--- config.mk ---
export PLATFORM = sky130hd
export DESIGN_NAME = limb_wb_bridge_flat
export DESIGN_NICKNAME = d
export VERILOG_FILES = /design/src/rtl/limb_wb_bridge_if.sv /design/src/rtl/limb_wb_bridge.sv /design/src/flat_wrapper.sv
export SDC_FILE = /design/constraint.sdc
export NUM_CORES = 1
export LEC_CHECK = 0
export ABC_AREA = 1
export CAP_MARGIN = 20
export CORE_ASPECT_RATIO = 0.9
export CORE_MARGIN = 2
export CORE_UTILIZATION = 44
export DETAILED_ROUTE_END_ITERATION = 7
export PLACE_DENSITY = 0.69
export RECOVER_POWER = 25
export SETUP_SLACK_MARGIN = 0.05
export SLEW_MARGIN = 20
export SYNTH_ARGS = -nofsm -noshare
export SYNTH_HDL_FRONTEND = slang
export SYNTH_SLANG_ARGS = --single-unit
--- constraint.sdc ---
create_clock -name clk -period 2.47 [get_ports clk]
set_input_delay 0.741 -clock clk [delete_from_list [all_inputs] [get_ports clk]]
set_output_delay 0.741 -clock clk [all_outputs]
set_load 0.02 [all_outputs]
--- src/rtl/limb_wb_bridge_if.sv ---
// LIMB byte bus plus Wishbone classic master signals for limb_wb_bridge.
// The master modport is the bridge; the slave modport is the EC/Wishbone side.
interface limb_wb_bridge_if #(
  parameter int AW = 36,
  parameter int DW = 32
) ();
  logic [7:0]      limb_d_in;
  logic [7:0]      limb_d_out;
  logic            limb_d_oe;
  logic            limb_stb;
  logic            limb_start;
  logic            limb_nrd;
  logic            limb_nwait;
  logic [AW-1:0]   wb_adr_o;
  logic [DW-1:0]   wb_dat_o;
  logic [DW-1:0]   wb_dat_i;
  logic            wb_we_o;
  logic            wb_stb_o;
  logic            wb_cyc_o;
  logic [DW/8-1:0] wb_sel_o;
  logic            wb_ack_i;
  logic            wb_err_i;
  logic            err_o;

  modport master (
    input  limb_d_in, limb_stb, limb_start, limb_nrd, wb_dat_i, wb_ack_i, wb_err_i,
    output limb_d_out, limb_d_oe, limb_nwait, wb_adr_o, wb_dat_o, wb_we_o,
           wb_stb_o, wb_cyc_o, wb_sel_o, err_o
  );

  modport slave (
    output limb_d_in, limb_stb, limb_start, limb_nrd, wb_dat_i, wb_ack_i, wb_err_i,
    input  limb_d_out, limb_d_oe, limb_nwait, wb_adr_o, wb_dat_o, wb_we_o,
           wb_stb_o, wb_cyc_o, wb_sel_o, err_o
  );
endinterface

--- src/rtl/limb_wb_bridge.sv ---
// LIMB (EC) byte-stream to Wishbone classic single-beat master bridge.
// Assembles address/data bytes LSB first, auto-increments for bursts,
// prefetches the next read word, and flags bus errors/timeouts stickily.
//
// state  | meaning
// IDLE   | waiting for a start strobe
// ADDR   | collecting address bytes, LSB first
// DATA_W | collecting write-data bytes
// DATA_R | presenting read-data bytes to the EC
// BUS    | Wishbone cycle open, LIMB stalled
module limb_wb_bridge #(
  parameter int AW      = 36,
  parameter int DW      = 32,
  parameter int TIMEOUT = 255
) (
  input  logic             clk,
  input  logic             rst_n,
  limb_wb_bridge_if.master bus
);
  localparam int ADDR_BYTES = (AW + 7) / 8;
  localparam int DATA_BYTES = DW / 8;
  localparam int AB8        = ADDR_BYTES * 8;
  localparam int MAXB       = (ADDR_BYTES > DATA_BYTES) ? ADDR_BYTES : DATA_BYTES;
  localparam int KW         = (MAXB > 1) ? $clog2(MAXB) : 1;
  localparam int CW         = $clog2(TIMEOUT + 1);

  typedef enum logic [2:0] {IDLE, ADDR, DATA_W, DATA_R, BUS} state_t;

  state_t        state_q, state_d;
  logic [KW-1:0] k_q, k_d;
  logic [AW-1:0] adr_q, adr_d;
  logic [DW-1:0] wdat_q, wdat_d;
  logic [DW-1:0] rdat_q, rdat_d;
  logic [CW-1:0] cnt_q, cnt_d;
  logic          dir_q, dir_d;      // 1 = write burst
  logic          err_q, err_d;
  logic          cyc_q, we_q, nwait_q, oe_q;
  logic          stb_ok, start, term;
  logic [AB8-1:0] adr_pad;
  logic [7:0]    d_out;

  // Next-state, byte assembly, Wishbone termination and timeout handling
  always_comb begin
    state_d = state_q;
    k_d     = k_q;
    adr_d   = adr_q;
    wdat_d  = wdat_q;
    rdat_d  = rdat_q;
    dir_d   = dir_q;
    err_d   = err_q;
    cnt_d   = '0;
    term    = 1'b0;
    adr_pad = AB8'(adr_q);
    // nwait_q is low only in BUS, so every strobe there is dropped here
    stb_ok  = bus.limb_stb & nwait_q;
    start   = stb_ok & bus.limb_start;

    if (start) begin
      adr_d   = AW'(bus.limb_d_in);
      dir_d   = bus.limb_nrd;
      err_d   = 1'b0;
      k_d     = KW'(1);
      state_d = ADDR;
      if (ADDR_BYTES == 1) begin
        k_d     = '0;
        state_d = bus.limb_nrd ? DATA_W : BUS;
      end
    end else begin
      case (state_q)
        IDLE: ;
        ADDR: if (stb_ok) begin
          for (int i = 0; i < ADDR_BYTES; i++)
            if (k_q == KW'(i)) adr_pad[i*8 +: 8] = bus.limb_d_in;
          // Bits above AW in the top byte are dropped by the truncation
          adr_d = AW'(adr_pad);
          if (k_q == KW'(ADDR_BYTES - 1)) begin
            k_d     = '0;
            state_d = dir_q ? DATA_W : BUS;
          end else begin
            k_d = k_q + KW'(1);
          end
        end
        DATA_W: if (stb_ok) begin
          for (int i = 0; i < DATA_BYTES; i++)
            if (k_q == KW'(i)) wdat_d[i*8 +: 8] = bus.limb_d_in;
          if (k_q == KW'(DATA_BYTES - 1)) begin
            k_d     = '0;
            state_d = BUS;
          end else begin
            k_d = k_q + KW'(1);
          end
        end
        DATA_R: if (stb_ok) begin
          if (k_q == KW'(DATA_BYTES - 1)) begin
            // Prefetch the next word as soon as the current one is consumed
            k_d     = '0;
            adr_d   = adr_q + AW'(1);
            state_d = BUS;
          end else begin
            k_d = k_q + KW'(1);
          end
        end
        BUS: begin
          cnt_d = cnt_q + CW'(1);
          // Error wins over a simultaneous ack
          if (bus.wb_err_i || cnt_q == CW'(TIMEOUT)) begin
            err_d  = 1'b1;
            rdat_d = '1;
            term   = 1'b1;
          end else if (bus.wb_ack_i) begin
            if (!dir_q) rdat_d = bus.wb_dat_i;
            term = 1'b1;
          end
          if (term) begin
            k_d   = '0;
            cnt_d = '0;
            if (dir_q) begin
              state_d = DATA_W;
              adr_d   = adr_q + AW'(1);
            end else begin
              state_d = DATA_R;
            end
          end
        end
        default: state_d = IDLE;
      endcase
    end
  end

  // State and datapath registers; bus/LIMB controls registered from next state
  always_ff @(posedge clk or negedge rst_n) begin
    if (!rst_n) begin
      state_q <= IDLE;
      k_q     <= '0;
      adr_q   <= '0;
      wdat_q  <= '0;
      rdat_q  <= '0;
      cnt_q   <= '0;
      dir_q   <= 1'b0;
      err_q   <= 1'b0;
      cyc_q   <= 1'b0;
      we_q    <= 1'b0;
      nwait_q <= 1'b1;
      oe_q    <= 1'b0;
    end else begin
      state_q <= state_d;
      k_q     <= k_d;
      adr_q   <= adr_d;
      wdat_q  <= wdat_d;
      rdat_q  <= rdat_d;
      cnt_q   <= cnt_d;
      dir_q   <= dir_d;
      err_q   <= err_d;
      cyc_q   <= (state_d == BUS);
      we_q    <= (state_d == BUS) & dir_d;
      nwait_q <= (state_d != BUS);
      oe_q    <= (state_d == DATA_R);
    end
  end

  // Read-data byte selected by the byte index
  always_comb begin
    d_out = '0;
    for (int i = 0; i < DATA_BYTES; i++)
      if (k_q == KW'(i)) d_out = rdat_q[i*8 +: 8];
  end

  assign bus.limb_d_out = d_out;
  assign bus.limb_d_oe  = oe_q;
  assign bus.limb_nwait = nwait_q;
  assign bus.wb_adr_o   = adr_q;
  assign bus.wb_dat_o   = wdat_q;
  assign bus.wb_we_o    = we_q;
  assign bus.wb_stb_o   = cyc_q;
  assign bus.wb_cyc_o   = cyc_q;
  assign bus.wb_sel_o   = '1;
  assign bus.err_o      = err_q;

endmodule

--- src/flat_wrapper.sv ---
// flat-port wrapper written by rule: the top's interface ports become plain ports
module limb_wb_bridge_flat 
#(
  parameter int AW      = 36,
  parameter int DW      = 32,
  parameter int TIMEOUT = 255
)
  (clk, rst_n, bus_limb_d_in, bus_limb_stb, bus_limb_start, bus_limb_nrd, bus_wb_dat_i, bus_wb_ack_i, bus_wb_err_i, bus_limb_d_out, bus_limb_d_oe, bus_limb_nwait, bus_wb_adr_o, bus_wb_dat_o, bus_wb_we_o, bus_wb_stb_o, bus_wb_cyc_o, bus_wb_sel_o, bus_err_o);
  limb_wb_bridge_if #(.AW(AW), .DW(DW)) bus_i ();
  input  logic clk;
  input  logic rst_n;
  input wire logic [$bits(bus_i.limb_d_in)-1:0] bus_limb_d_in;
  input wire logic [$bits(bus_i.limb_stb)-1:0] bus_limb_stb;
  input wire logic [$bits(bus_i.limb_start)-1:0] bus_limb_start;
  input wire logic [$bits(bus_i.limb_nrd)-1:0] bus_limb_nrd;
  input wire logic [$bits(bus_i.wb_dat_i)-1:0] bus_wb_dat_i;
  input wire logic [$bits(bus_i.wb_ack_i)-1:0] bus_wb_ack_i;
  input wire logic [$bits(bus_i.wb_err_i)-1:0] bus_wb_err_i;
  output wire logic [$bits(bus_i.limb_d_out)-1:0] bus_limb_d_out;
  output wire logic [$bits(bus_i.limb_d_oe)-1:0] bus_limb_d_oe;
  output wire logic [$bits(bus_i.limb_nwait)-1:0] bus_limb_nwait;
  output wire logic [$bits(bus_i.wb_adr_o)-1:0] bus_wb_adr_o;
  output wire logic [$bits(bus_i.wb_dat_o)-1:0] bus_wb_dat_o;
  output wire logic [$bits(bus_i.wb_we_o)-1:0] bus_wb_we_o;
  output wire logic [$bits(bus_i.wb_stb_o)-1:0] bus_wb_stb_o;
  output wire logic [$bits(bus_i.wb_cyc_o)-1:0] bus_wb_cyc_o;
  output wire logic [$bits(bus_i.wb_sel_o)-1:0] bus_wb_sel_o;
  output wire logic [$bits(bus_i.err_o)-1:0] bus_err_o;
  assign bus_i.limb_d_in = bus_limb_d_in;
  assign bus_i.limb_stb = bus_limb_stb;
  assign bus_i.limb_start = bus_limb_start;
  assign bus_i.limb_nrd = bus_limb_nrd;
  assign bus_i.wb_dat_i = bus_wb_dat_i;
  assign bus_i.wb_ack_i = bus_wb_ack_i;
  assign bus_i.wb_err_i = bus_wb_err_i;
  assign bus_limb_d_out = bus_i.limb_d_out;
  assign bus_limb_d_oe = bus_i.limb_d_oe;
  assign bus_limb_nwait = bus_i.limb_nwait;
  assign bus_wb_adr_o = bus_i.wb_adr_o;
  assign bus_wb_dat_o = bus_i.wb_dat_o;
  assign bus_wb_we_o = bus_i.wb_we_o;
  assign bus_wb_stb_o = bus_i.wb_stb_o;
  assign bus_wb_cyc_o = bus_i.wb_cyc_o;
  assign bus_wb_sel_o = bus_i.wb_sel_o;
  assign bus_err_o = bus_i.err_o;
  limb_wb_bridge #(.AW(AW), .DW(DW), .TIMEOUT(TIMEOUT)) u_core (.clk(clk), .rst_n(rst_n), .bus(bus_i));
endmodule
Word-level counts from Yosys, hierarchy flattened

Cells that the tools add are included.

Word-level logic and storage cells: 117
Register bits after elaboration: 120
Output and inout bits: 86

Muxes and demuxes: 46
Equality and inequality tests: 24
Reductions and logical operators: 21
Add/subtract/negate cells: 3
Bitwise logic cells: 4

Operator list:

| kind                                                | count |
|---|---|
| 2-to-1 mux 36 bit                                   | 6 |
| case mux 36 bit (3 select lines)                    | 1 |
| 2-to-1 mux 32 bit                                   | 3 |
| 2-to-1 mux 8 bit                                    | 11 |
| 2-to-1 mux 3 bit                                    | 13 |
| adder 36 x 1 -> 36 bit, second input constant       | 1 |
| AND reduction 7 bit                                 | 5 |
| != test 3 x 1 -> 1 bit, second input constant       | 11 |
| AND reduction 4 bit                                 | 6 |
| equality test 3 x 2 -> 1 bit, second input constant | 5 |
| case mux 3 bit (4 select lines)                     | 1 |
| equality test 3 bit, second input constant          | 3 |
| 2-to-1 mux 1 bit                                    | 9 |
| case mux 3 bit (3 select lines)                     | 1 |
| adder 8 x 1 -> 8 bit, second input constant         | 1 |
| equality test 8 bit, second input constant          | 1 |
| nonzero test 4 bit                                  | 2 |
| equality test 3 x 1 -> 1 bit, second input constant | 2 |
| zero test 3 bit                                     | 2 |
| nonzero test 2 bit                                  | 3 |
| 2-to-1 mux 4 bit                                    | 1 |
| adder 3 x 1 -> 3 bit, second input constant         | 1 |
| AND 1 bit                                           | 3 |
| != test 3 bit, second input constant                | 1 |
| other kinds (5)                                     | 5 |

Longest topological paths before layout

Gate-level depths: netlist (run 1).

Depth after elaboration: 10
Depth in mapped cells: 13

Worst setup path after synthesis (run 1)

Ideal clock, no wire load.

Kind: reg-to-output
Start point: register u_core.k_q[0]
End point: output port bus_limb_d_out[0]
Data arrival time: 1.756 ns
Slack: -0.027 ns
Cell stages (with the launch flop): 9
Cells stage by stage: dfrtp_1 > inv_1 > ha_1 > nand2_1 > nor2_1 > nand2_1 > nand3_1 > o21ai_0 > o21ai_0

Longest elaborated chain between the ends: 5
Elaborated cells on any way between the ends: 8
Those cells by class: eq/ne: 3; mux: 4; reduce/logical: 1

Ends and longest elaborated chain:

| item                           | RTL line              | text |
|---|---|---|
| start: declaration             | limb_wb_bridge.sv:30  | `logic [KW-1:0] k_q, k_d;` |
| start signal: assignment       | limb_wb_bridge.sv:147 | `k_q <= k_d;` |
| zero test 3 bit                | limb_wb_bridge.sv:165 | `if (k_q == KW'(i)) d_out = rdat_q[i*8 +: 8];` |
| 2-to-1 mux 8 bit (3 in series) | limb_wb_bridge.sv:165 |  |
| 2-to-1 mux 8 bit *             | limb_wb_bridge.sv:165 |  |
| end: declaration               | flat_wrapper.sv:19    | `output wire logic [$bits(bus_i.limb_d_out)-1:0] bus_limb_d_out;` |

Mark *: on every way between the ends. The rest lies on a longest branch, timed or not.

Final worst setup path (run 1)

Start point: register u_core.k_q[0]
End point: output port bus_limb_d_out[2]

Same word-level chain as after synthesis.

==> impl_metrics.tcl, run 1 <==
set metrics [dict create \
    synthArstFlopShare_pct 100 \
    start_util_pct 44.7 \
    sequentialPowerShare_pct 33.2 \
    setup_viol 8 \
    path_cells "inv_2 -> ha_4 -> nand2_2 -> nor2_1 -> buf_4 -> nand2_1 -> nand3_1 -> o21ai_1 -> o21ai_1 -> buf_4" \
    layout_setup_ws_ns -0.120 \
    timing.reg2reg.setup_slack_ns 0.32 \
    rsz0062_at_grt "true" \
    worstSkewPairLatency_ns 0.41 \
    viasPerCell 5.08 \
    grt_max_degree 121 \
    hold-path-endpoint "u_core.cnt_q[0]" \
    port_buffers 128 \
    timing.fmax_mhz 386 \
    report.final.slew_viol_count 121 \
    hold_depth 1 \
    max_slew_margin_pct -11.5 \
    start_kind "register" \
    fin_skew_ns 0.00718 \
    ir_drop_mv 0.720 \
    place_congestion 0.930 \
    hold_start "u_core.cnt_q[0]" \
    p_int_mw 5.99 \
    critPathKind "register to output pin" \
    total_power_mw 10.1 \
    outcome "finished with violations" \
    antenna_left 0 \
    ys.flop_type "dfrtp_1" \
    grt_pass1_vias 6220 \
    combPwrFrac_pct 42.8 \
    cts.sinks 120 \
    seq_area_frac_synth_pct 44.0 \
    postSynthCellCount 918 \
    hold_ws_ns 0.485 \
    switchingPower_mw 4.08 \
    fin_crit_sh_pct 105 \
    multi_input_area_mm2 0.00344 \
    seqCellArea_mm2 0.00301 \
    cts_buffers 17 \
    worstPathRequired_ns 1.73 \
    arrival_ns 1.85 \
    cts_buffer_depth 2 \
    synth.area.top_cells "dfrtp_1, nand2_1, o21ai_0" \
    clockPowerShare_pct 24.1 \
    cp_max_fo 8 \
    yosysUniqueCellTypes 47 \
    die_w_um 135 \
    syn_to_final_growth_pct 34.5 \
    violations "max-capacitance violations, max-slew violations, negative setup slack" \
    clock-root-buffer "clkbuf_16" \
    clkSlewWorstSetupHoldPaths_ns 0.05 \
    timing.rr.start "u_core.k_q[0]" \
    cts_hold_buf 0 \
    cp_slowest_cell "dfrtp_1" \
    grt_pass1_wl_um 31800 \
    drt_wl_total_um 19400 \
    avgSynthCellArea_um2 7.44 \
    synth_edf_count 0 \
    hold_viol 0 \
    yosys_warnings 0 \
    reg2reg_depth 12 \
    post-dp-hpwl_um 14000 \
    startpoint "u_core.k_q[0]" \
    drt_iter0_drc 437 \
    hp-class "register to register" \
    fillCellCount 1432 \
    period_needed_ns 2.59 \
    netlist_area_mm2 0.00683 \
    worst_setup_path_end_kind "output pin" \
    route.detailed.drc 0 \
    nets 1138 \
    core_area_mm2 0.0153 \
    wl_per_cell_um 15.0 \
    rows 43 \
    antenna_found_initial 0 \
    cts_max_level 4 \
    die_y_um 122 \
    layout-drive-gt1-share_pct 14.8 \
    yosys.area.top_type "dfrtp_1" \
    dr_total_vias 6600 \
    yosys_register_bits 120 \
    netlist.area_leader.share_pct 43.6 \
    track_usage_pct 24.6 \
    diodes 0 \
    die_area_mm2 0.0165 \
    cp_slowest_stage_delay_ns 0.40 \
    cts_tree "done" \
    grt_overflow 0 \
    p_per_area_mw_per_mm2 1100 \
    r2r_end "u_core.bus.wb_adr_o[27]" \
    io_pins 133 \
    cap_violations 1 \
    synth_most_common_cell "nand2_1" \
    leakage_nw 4.19 \
    ys_top_cells_by_count "nand2_1, dfrtp_1, nor2_1" \
    drt_first_pass_iters 6 \
    tightest_slew_ns 1.67 \
    netSwitchingFraction_pct 40.5 \
]
## how the worst max path moves through the flow
stage / end
final: bus_limb_d_out[2]
after global routing: bus_limb_d_out[2]
after CTS: bus_limb_d_out[6]
after detailed placement: bus_limb_d_out[7]
after global placement: bus_limb_d_out[7]
after floorplan: bus_limb_d_out[0]
## cell families after synthesis
group	share of synthesized area (%)
buffers and inverters	6.61
adders and majority gates	1.47
other	0.0549
DFF	44.0
and+or+nand+nor	36.3
xor gates and xnor gates	0.898
AOI/OAI and AO/OA	10.7
## placed cells by master (no fill, tap or decap), drive strengths merged, types with 3 or more instances in the layout
| cell | instances |
|---|---|
| o21ai | 115 |
| buf | 53 |
| clkdlybuf4s50 | 119 |
| nand3 | 79 |
| ha | 8 |
| nand2 | 318 |
| inv | 64 |
| or2 | 3 |
| nor3 | 7 |
| dfrtp | 119 |
| clkinvlp | 3 |
| nand4 | 7 |
| conb | 4 |
| clkbuf | 22 |
| xor2 | 3 |
| nand3b | 5 |
| xnor2 | 4 |
| nor2 | 127 |
| clkinv | 8 |
| a21oi | 14 |
## state kept, by name, summed over array words and instances (netlist names)
register / count
u_core.dir_q: 1
u_core.bus.wb_cyc_o: 1
u_core.bus.wb_adr_o: 36
u_core.rdat_q: 32
u_core.bus.wb_we_o: 1
u_core.bus.limb_nwait: 1
u_core.cnt_q: 8
u_core.bus.wb_dat_o: 32
u_core.k_q: 3
u_core.state_q: 3
u_core.bus.err_o: 1
u_core.bus.limb_d_oe: 1
## final cells by class
cell class / instances / area share, %
inverter: 65 / 2.75
clock inverter: 12 / 1.36
sequential: 120 / 32.7
multi-input combinational: 705 / 37.4
timing repair buffer: 174 / 18.0
clock buffer: 20 / 4.97
tap: 202 / 2.75
## stage by stage
step	std cells	area, µm²	utilization, %	setup slack, ns	TNS (ns)
floorplan	921	6840	-	0.120	0
global placement	1260	8540	55.9	-0.173	-1.21
detailed placement	1260	8540	55.9	-0.203	-1.46
CTS	1295	9140	59.8	-0.110	-0.805
global route	1298	9180	60.1	-0.235	-1.77
finish	1298	9180	60.1	-0.120	-0.862
## critical path: cells and delay by family (launching register included)
| family | cells | cell delay [ns] |
|---|---|---|
| AOI/OAI and AO/OA | 2 | 0.18 |
| buffers and inverters | 3 | 0.43 |
| adders and majority gates | 1 | 0.15 |
| DFF | 1 | 0.40 |
| and+or+nand+nor | 4 | 0.28 |
## power by group through the flow
stage | Sequential [mW] | Combinational, mW | Clock [mW]
2_1_floorplan | 3.49 | 2.13 | 0
3_3_place_gp | 3.33 | 4.08 | 0
3_5_place_dp | 3.32 | 4.17 | 0
4_1_cts | 3.31 | 4.25 | 2.48
5_1_grt | 3.41 | 4.77 | 2.57
6_report | 3.34 | 4.31 | 2.43
## per-layer routing
| metal | up-vias | track usage [%] | wire (µm) | share of wire (%) |
|---|---|---|---|---|
| li1 | 3284 | - | - | - |
| met3 | 21 | 5.99 | 1370 | 7.1 |
| met2 | 231 | 36.5 | 8470 | 44 |
| met4 | 0 | 7.42 | 227 | 1.2 |
| met5 | - | 0 | 0 | 0 |
| met1 | 3064 | 35.7 | 9350 | 48 |
## what timing repair did
action | 4_1_cts | 5_1_grt
endpoints found under the hold margin | 0 | 0
pin swaps | 9 | 10
gates resized for setup | 55 | 10
endpoints found under the setup margin | 8 | 9
buffers inserted | 3 | 3
Note: power is estimated with default switching activity, not from simulation.
==> inputs of run 2 (changes only) <==
--- a/config.mk
+++ b/config.mk
@@ -8,7 +8,7 @@
 export ABC_AREA = 1
 export CAP_MARGIN = 20
 export CORE_ASPECT_RATIO = 0.9
-export CORE_MARGIN = 2
+export CORE_MARGIN = 10
 export CORE_UTILIZATION = 44
 export DETAILED_ROUTE_END_ITERATION = 7
 export PLACE_DENSITY = 0.69
==> run 2 against run 1 <==
The run still ends with max-capacitance violations, max-slew violations, negative setup slack left. Clock skew rose by 0.0017 ns. Die area up 26%. Core utilization grew 1.5 points. Final cell count up 0.85%. Combinational power increased by 6.0%. Power up 4.4%. Clock-buffer cell count rose by 1. Design area rose by 2.8%.
==> impl_metrics.tcl, run 2 (same netlist as run 1, synthesis figures left out) <==
set metrics [dict create \
    clockPowerShare_pct 24.9 \
    max_slew_margin_pct -9.52 \
    drt_iter0_drc 579 \
    cap_violations 1 \
    start_util_pct 44.5 \
    clock-root-buffer "clkbuf_16" \
    final_common_cell "nand2_1" \
    cts_buffers 17 \
    cts_tree "done" \
    grt_pass1_vias 6227 \
    start_kind "register" \
    largest_reg_flops 36 \
    layout_common_cells "nand2_1, clkdlybuf4s50_1, dfrtp_1" \
    cp_max_fo 6 \
    violations "max-capacitance violations, max-slew violations, negative setup slack" \
    tns_ns -1.12 \
    r2r_end "u_core.bus.wb_adr_o[25]" \
    worst_setup_path_end_kind "output pin" \
    cts_max_level 4 \
    hp-class "register to register" \
    combPwrFrac_pct 43.5 \
    hold-path-endpoint "u_core.cnt_q[0]" \
    place_congestion 0.923 \
    dr_total_vias 6644 \
    netSwitchingFraction_pct 40.0 \
    grt_max_degree 50 \
    p_per_area_mw_per_mm2 1110 \
    worstSkewPairLatency_ns 0.42 \
    nets 1149 \
    reg2reg_depth 12 \
    fin_util_pct 61.6 \
    drt_first_pass_iters 5 \
    dpl_cell_area_mm2 0.00858 \
    sequentialPowerShare_pct 31.6 \
    layout-drive-gt1-share_pct 16.3 \
    io_pins 133 \
    dp_slack_ns -0.221 \
    hold_viol 0 \
    viasPerCell 5.08 \
    leakage_nw 4.30 \
    grt_pass1_wl_um 33400 \
    worstPathRequired_ns 1.73 \
    die_y_um 138 \
    period_needed_ns 2.64 \
    clkSlewWorstSetupHoldPaths_ns 0.05 \
    die_area_mm2 0.0209 \
    p_int_mw 6.31 \
    outcome "finished with violations" \
    wl_per_cell_um 16.0 \
    post-dp-hpwl_um 15300 \
    report.final.slew_viol_count 29 \
    design_area_mm2 0.00944 \
    grt_overflow 0 \
    arrival_ns 1.90 \
    tightest_slew_ns 1.64 \
    syn_to_final_growth_pct 38.2 \
    core_area_mm2 0.0153 \
    track_usage_pct 19.9 \
    setup_viol 8 \
    rows 43 \
    antenna_left 0 \
    hold_depth 1 \
    route.detailed.drc 0 \
    diodes 0 \
    ir_drop_mv 0.612 \
    fin_skew_ns 0.00884 \
    fin_crit_sh_pct 107 \
    port_buffers 128 \
    hold_start "u_core.cnt_q[0]" \
    antenna_found_initial 0 \
    rsz0062_at_grt "true" \
    total_power_mw 10.5 \
    cts.sinks 120 \
    critPathKind "register to output pin" \
    timing.fmax_mhz 378 \
    switchingPower_mw 4.21 \
    layout_setup_ws_ns -0.173 \
    timing.rr.start "u_core.k_q[1]" \
    cts_buffer_depth 2 \
    timing.reg2reg.setup_slack_ns 0.28 \
    cts_hold_buf 0 \
    die_w_um 151 \
    drt_wl_total_um 21000 \
]
## run 2: changes by cell type in the layout (fill, tap and decap cells not counted), sizes merged
cell	previous run	this run
bufinv	2	4
inv	64	66
clkbuf	22	24
clkinv	8	3
buf	53	63
## run 2: worst max-delay path by stage
stage                        from                 to  slack (ns)  cells past startpoint
floorplan           u_core.k_q[0]  bus_limb_d_out[0]        0.12                      8
global placement    u_core.k_q[0]  bus_limb_d_out[7]       -0.17                     10
detailed placement  u_core.k_q[0]  bus_limb_d_out[0]       -0.22                     10
CTS                 u_core.k_q[0]  bus_limb_d_out[0]       -0.12                      9
global route        u_core.k_q[0]  bus_limb_d_out[6]       -0.30                     10
finish              u_core.k_q[0]  bus_limb_d_out[6]       -0.17                     10
## run 2: metal layers
metal / part of all wire (%) / global-route usage, % / vias up
met5: 0 / 0 / -
met1: 46 / 28.1 / 3013
met3: 9.8 / 7.63 / 29
li1: - / - / 3317
met2: 43 / 27.5 / 285
met4: 1.2 / 5.11 / 0
## run 2: layout make-up
cell class              instances  area (µm²)
multi-input cells             705        3510
inverters                      65         254
flip-flops and latches        120        3010
well taps                     202         253
fillers                      1363        5890
clock inverters                11         170
repair buffers                185        1800
clock buffers                  21         450
## run 2: what timing repair did
action,in CTS,in global routing
cloned,1,1
resized for setup,65,25
setup buffers,5,6
setup endpoints to repair,9,8
pin swaps,3,7
## run 2: through the flow
stage | std cells | hold WS (ns)
final | 1309 | 0.483
after global routing | 1309 | 0.515
after CTS | 1302 | 0.262
after detailed placement | 1264 | 0.476
after global placement | 1264 | 0.466
after floorplan | 921 | 0.445
## run 2: critical path, cell delays in order, from the launching register on
cell,delay [ns]
dfrtp_1,0.40
buf_6,0.13
ha_4,0.16
nand2_2,0.10
inv_4,0.05
buf_4,0.14
nand2_1,0.08
nand3_2,0.10
o21ai_2,0.08
o21ai_1,0.08
buf_4,0.16
## run 2: power groups by stage
stage | Clock, mW | Combinational (mW) | Sequential [mW]
3_3_place_gp | 0 | 4.09 | 3.31
5_1_grt | 2.77 | 5.00 | 3.41
6_report | 2.62 | 4.57 | 3.33
3_5_place_dp | 0 | 4.15 | 3.31
4_1_cts | 2.66 | 4.32 | 3.30
2_1_floorplan | 0 | 2.13 | 3.49
